$ cat src/rtl/alu_arbiter.sv
// alu_arbiter: round-robin sharing of one ALU among NUM_REQ requesters; define ALU_ARB_PERF_EN for busy/ops counters
module alu_arbiter #(
  parameter int NUM_REQ       = 4,
  parameter int XLEN          = 32,
  parameter int ALUCTRL_WIDTH = 4,
  parameter int ALU_LATENCY   = 1
) (
  input  logic                             clk,
  input  logic                             rst,
  input  logic [NUM_REQ-1:0]               req_valid_i,
  output logic [NUM_REQ-1:0]               req_ready_o,
  input  logic [NUM_REQ*XLEN-1:0]          req_a_i,
  input  logic [NUM_REQ*XLEN-1:0]          req_b_i,
  input  logic [NUM_REQ*ALUCTRL_WIDTH-1:0] req_ctrl_i,
  output logic [NUM_REQ-1:0]               rsp_valid_o,
  input  logic [NUM_REQ-1:0]               rsp_ready_i,
  output logic [XLEN-1:0]                  rsp_data_o,
  output logic [XLEN-1:0]                  alu_a_o,
  output logic [XLEN-1:0]                  alu_b_o,
  output logic [ALUCTRL_WIDTH-1:0]         aluctrl_o,
`ifdef ALU_ARB_PERF_EN
  output logic [31:0]                      perf_busy_o,
  output logic [31:0]                      perf_ops_o,
`endif
  input  logic [XLEN-1:0]                  alu_out_i
);
  localparam int PW = NUM_REQ > 1 ? $clog2(NUM_REQ) : 1;
  localparam int LW = ALU_LATENCY > 0 ? $clog2(ALU_LATENCY + 1) : 1;
  typedef enum logic [1:0] {IDLE, EXEC, RESP} state_t;
  state_t state, state_n;
  logic [PW-1:0] rr_ptr, owner, winner;
  logic [LW-1:0] lat_cnt;
  logic grant, done;
  int best;
  // pick the valid requester closest to rr_ptr going upward with wrap
  always_comb begin
    winner = '0;
    best = NUM_REQ;
    for (int k = 0; k < NUM_REQ; k++)
      if (req_valid_i[k] && ((k - int'(rr_ptr) + NUM_REQ) % NUM_REQ) < best) begin
        best = (k - int'(rr_ptr) + NUM_REQ) % NUM_REQ;
        winner = PW'(k);
      end
  end
  assign grant       = state == IDLE && !rst && |req_valid_i;
  assign req_ready_o = grant ? NUM_REQ'(1) << winner : '0;
  assign rsp_valid_o = state == RESP ? NUM_REQ'(1) << owner : '0;
  assign done        = |(rsp_valid_o & rsp_ready_i);
  // next-state: grant leaves IDLE, latency expiry leaves EXEC, owner handshake leaves RESP
  always_comb begin
    state_n = state;
    state_n = state == IDLE ? (grant ? EXEC : IDLE) :
              state == EXEC ? (lat_cnt == '0 ? RESP : EXEC) :
              (done ? IDLE : RESP);
  end
  // state register; reset drops any in-flight op
  always_ff @(posedge clk or posedge rst)
    if (rst) state <= IDLE;
    else state <= state_n;
  // operand capture on grant, latency countdown and result capture
  always_ff @(posedge clk or posedge rst)
    if (rst) begin
      rr_ptr     <= '0;
      owner      <= '0;
      lat_cnt    <= '0;
      alu_a_o    <= '0;
      alu_b_o    <= '0;
      aluctrl_o  <= '0;
      rsp_data_o <= '0;
    end else begin
      if (grant) begin
        alu_a_o   <= req_a_i[winner*XLEN +: XLEN];
        alu_b_o   <= req_b_i[winner*XLEN +: XLEN];
        aluctrl_o <= req_ctrl_i[winner*ALUCTRL_WIDTH +: ALUCTRL_WIDTH];
        owner     <= winner;
        rr_ptr    <= winner == PW'(NUM_REQ - 1) ? '0 : winner + 1'b1;
        lat_cnt   <= LW'(ALU_LATENCY);
      end
      if (state == EXEC && lat_cnt != '0) lat_cnt <= lat_cnt - 1'b1;
      if (state == EXEC && lat_cnt == '0) rsp_data_o <= alu_out_i;
    end
`ifdef ALU_ARB_PERF_EN
  // saturating busy-cycle and completed-op counters
  always_ff @(posedge clk or posedge rst)
    if (rst) begin
      perf_busy_o <= '0;
      perf_ops_o  <= '0;
    end else begin
      if (state != IDLE && ~&perf_busy_o) perf_busy_o <= perf_busy_o + 1'b1;
      if (done && ~&perf_ops_o) perf_ops_o <= perf_ops_o + 1'b1;
    end
`endif
endmodule

$ cat config.mk
export PLATFORM = sky130hd
export DESIGN_NAME = alu_arbiter
export DESIGN_NICKNAME = d
export VERILOG_FILES = /design/src/rtl/alu_arbiter.sv
export SDC_FILE = /design/constraint.sdc
export NUM_CORES = 1
export LEC_CHECK = 0
export BUFFER_PORTS_ARGS = -buffer_cell sky130_fd_sc_hd__buf_2
export CORE_AREA = 2 2 164 166
export CTS_BUF_LIST = sky130_fd_sc_hd__clkbuf_4 sky130_fd_sc_hd__clkbuf_8
export DETAILED_ROUTE_END_ITERATION = 10
export DIE_AREA = 0 0 166 168
export HOLD_SLACK_MARGIN = 0.02
export RECOVER_POWER = 100
export SLEW_MARGIN = 30
export SYNTH_ARGS = -nofsm -noshare
export SYNTH_HDL_FRONTEND = slang
export SYNTH_SLANG_ARGS = --single-unit
$ cat constraint.sdc
create_clock -name clk -period 12.1 [get_ports clk]
set_input_delay 1.815 -clock clk [delete_from_list [all_inputs] [get_ports clk]]
set_output_delay 1.815 -clock clk [all_outputs]
set_load 0.005 [all_outputs]
==> impl_results.md <==
- PwrDens: 231 nW/um^2
- CP startpoint kind: primary input
- Asr flop ratio synth: 100%
- Syn_nets: approximately 1100
- Max-slew headroom: -164%
- Largest net degree at the start of global routing: 96
- Hold Path Sink: rsp_data_o[9]
- Max rail drop VDD: 0.000125 V
- DRT iter0 DRCs: roughly 440
- Clock network power share: between 10% and 20%
- Inserted Clock Buffers: 9
- R2R Setup Slk: 4240 ps
- Dpl cells: about 1400
- Worst skew pair latency: 400 ps
- Period utilisation layout: 73.0%
- CP Cell Sequence: clkbuf_1 > nand2_1 > o21ai_0 > inv_1 > ha_1 > nor3_1 > o21a_1 > mux2i_1 > ha_1 > nor2b_1 > o221ai_4 > clkbuf_1 > nand2_1 > buf_4 > o22ai_1 > o22ai_1
- CTS tree: yes
- Reg2reg end: alu_b_o[29]
- Comb pwr share: 57.3%
- Status: finished, violations left
- Cells on worst reg2reg path: 17
- Crit path kind: primary input to flop
- Final Critical Period: 8840 ps
- Die Height: 168 um
- Sw frac: a little under half
- Root Driver: clkbuf_8
- Clk pin slew, worst setup/hold paths: 130 ps
- Hold path startpoint: rsp_data_o[9]
- Starting density of the core: 26.0%
- Reg area: 2680 sq um
- Delay-heaviest family, CP: buffers and inverters
- Cts hold-fix bufs: 0
- Tightest Hold Check Type: flop to flop
- Setup violations, final: 0
- WL/cell: ~18 um
- Internal Power: 0.00115 W
- Synth Warn #: 0
- Number of vias per cell: 5.06
- Area grow syn2layout: 34.3%
- Hold depth: 1
- Register bit count reported by yosys: 107
- Row cnt: 60
- Overflow after GRT: 0
- Detail Route Antenna Nets: 0
- Worst stage delay on the critical path: 2300 ps
- Post-synth EDFFs: 0
- Final Net Count: 1437
- Post-synth top flop: dfrtp_1
- Hold Vio Cnt, Final: 0
- WP buf/inv: 4
- Synthesized area per cell: 9.23 sq um
- DP HPWL: 18900 um
- DR vias: 7403
- Setup TNS Final: 0 ps
- Max Slew Vio Count: 309
- Fmax: approximately 0.11 GHz
- Drt drc: 0
- Share of layout cells above drive strength 1: roughly two fifths
- Mapped Area: between 6000 and 7000 sq um
- Crit Path Max Fanout: 60
- Worst r2r src: rr_ptr[0]
- Top Ports: 422
- CP max stage cell: clkbuf_1
- Register area share after synthesis: about 39%
- Global-route wire length before repair: 39700 um
- H-tree lvl count: 3
- TritonCTS Sinks: 107
- Final WL: 26200 um
- Area of the core: 26400 sq um
- Die area: 27900 sq um
- Netlist cell types: 43
- Lkg Pwr: 4.25 nW
- Filler cell count: 2805
- Placer Congestion: 0.821
- Initial antenna violation count: 1
- CP required: 12350 ps
- Non-Filler Instances: 1464
- Chip width: 166 um
- Post-CTS Setup Bufs: 0
- Final Skew: 26.9 ps
- GRT Total Usage: 17.6%
- Worst EP arrival: 9090 ps
- Setup crit end kind: flop
- Maxcap violations: 6
- Sequential Power Share: 31.4%
- RSZ-0062 raised after global routing: no
- Gate count of the mapped netlist: 742
- Buffer depth of the longest clock path: 2
- Length of the first detailed-routing pass in iterations: 5
- Worst Tran Pin Value: 3960 ps
- Area of the multi-input gates: 3490 sq um
- Psw: just under 0.001 W
- Vias in the first global route: 7145
- Post-CTS Resized: 0
- Failing checks: max-capacitance violations, max-slew violations
- Crit path launch: req_valid_i[1]
- Number of port buffers: between 400 and 500
## cell usage in the layout, fill, tap and decap left out, types with 8 or more instances in the layout
| cell | netlist | routed |
|---|---|---|
| buf_2 | 27 | 352 |
| dfrtp_1 | 107 | 107 |
| o22ai_1 | 120 | 120 |
| o21ai_0 | 55 | 55 |
| mux2_1 | 29 | 29 |
| buf_4 | 9 | 8 |
| nor3_1 | 61 | 61 |
| clkbuf_1 | 25 | 73 |
| mux2i_1 | 10 | 10 |
| a32o_1 | 9 | 9 |
| mux2_2 | 64 | 64 |
| a31oi_1 | 9 | 9 |
| clkbuf_8 | 0 | 9 |
| o21ai_1 | 9 | 9 |
| o221ai_1 | 9 | 9 |
| a21oi_1 | 63 | 63 |
| inv_1 | 75 | 74 |
## metrics by stage
step / utilization [%] / total power (W) / setup slack, ps / hold WS (ps) / instance area [sq um]
floorplan: - / 0.00147 / 5700 / 505 / 6850
global placement: 34.6 / 0.00188 / 4860 / 484 / 9110
detailed placement: 34.6 / 0.00191 / 4700 / 490 / 9120
CTS: 35.4 / 0.00216 / 4710 / 521 / 9330
global route: 34.9 / 0.00229 / 2750 / 536 / 9200
finish: 34.9 / 0.00212 / 3260 / 519 / 9200
## cell families after synthesis
| kind of cell | share of synthesized area [%] |
|---|---|
| fa+ha+maj | 1.10 |
| flops | 39.1 |
| compound gates | 25.5 |
| mux | 16.8 |
| buf+inv | 9.98 |
| simple gates | 7.53 |
## cell usage after synthesis, types with 2 or more instances
cell,number,share of area (%)
o22ai_1,120,11
dfrtp_1,107,39
inv_1,75,4.1
mux2_2,64,11
a21oi_1,63,4.6
nor3_1,61,4.5
o21ai_0,55,4.0
mux2_1,29,4.8
buf_2,27,2.0
clkbuf_1,25,1.4
mux2i_1,10,1.5
a31oi_1,9,0.82
a32o_1,9,1.3
buf_4,9,0.99
buf_6,9,1.5
o21ai_1,9,0.66
o221ai_1,9,1.2
ha_1,6,1.1
and2_1,5,0.46
nand2_1,5,0.27
nor2_1,5,0.27
nand2b_1,4,0.37
nor2b_1,3,0.27
o21a_1,3,0.33
nand3b_1,2,0.22
nor4bb_1,2,0.29
## cell type report
class                      count  share of cell area (%)
tap                          341                    4.64
timing repair buffer         434                    22.8
antenna                        1                  0.0272
inverter                      76                    3.12
clock inverter                 7                   0.966
sequential                   107                    29.1
multi-input combinational    489                    38.0
clock buffer                   9                    1.35
## per-layer routing
| layer | up-vias | share of wire (%) | wire length, um | global-route usage, % |
|---|---|---|---|---|
| met1 | 3565 | 43 | 11200 | 23.1 |
| met3 | 39 | 5.9 | 1550 | 3.27 |
| met5 | - | 0 | 0 | 0 |
| met2 | 297 | 49 | 12800 | 29.7 |
| li1 | 3502 | - | - | - |
| met4 | 0 | 2.5 | 649 | 5.29 |
## worst max path at each step
stage | endpoint | slack, ps | cells after the start
3_5_place_dp | req_ready_o[1] | 4700 | 17
3_3_place_gp | req_ready_o[1] | 4860 | 17
5_1_grt | alu_a_o[1] | 2750 | 16
4_1_cts | req_ready_o[1] | 4710 | 17
6_report | alu_b_o[29] | 3260 | 16
2_1_floorplan | req_ready_o[0] | 5700 | 19
## power by group through the flow
stage | clock [W] | sequential, W | combinational [W]
floorplan | 0 | 0.000664 | 0.000808
global placement | 0 | 0.000662 | 0.00122
detailed placement | 0 | 0.000665 | 0.00124
CTS | 0.000252 | 0.000660 | 0.00125
global route | 0.000265 | 0.000689 | 0.00134
finish | 0.000240 | 0.000665 | 0.00121
## sequential cells by signal, indices dropped and copies added (netlist names)
| signal | cells |
|---|---|
| alu_a_o | 32 |
| aluctrl_o | 4 |
| alu_b_o | 32 |
| state | 2 |
| owner | 2 |
| rr_ptr | 2 |
| lat_cnt | 1 |
| rsp_data_o | 32 |
(Power assumes the default switching activity.)
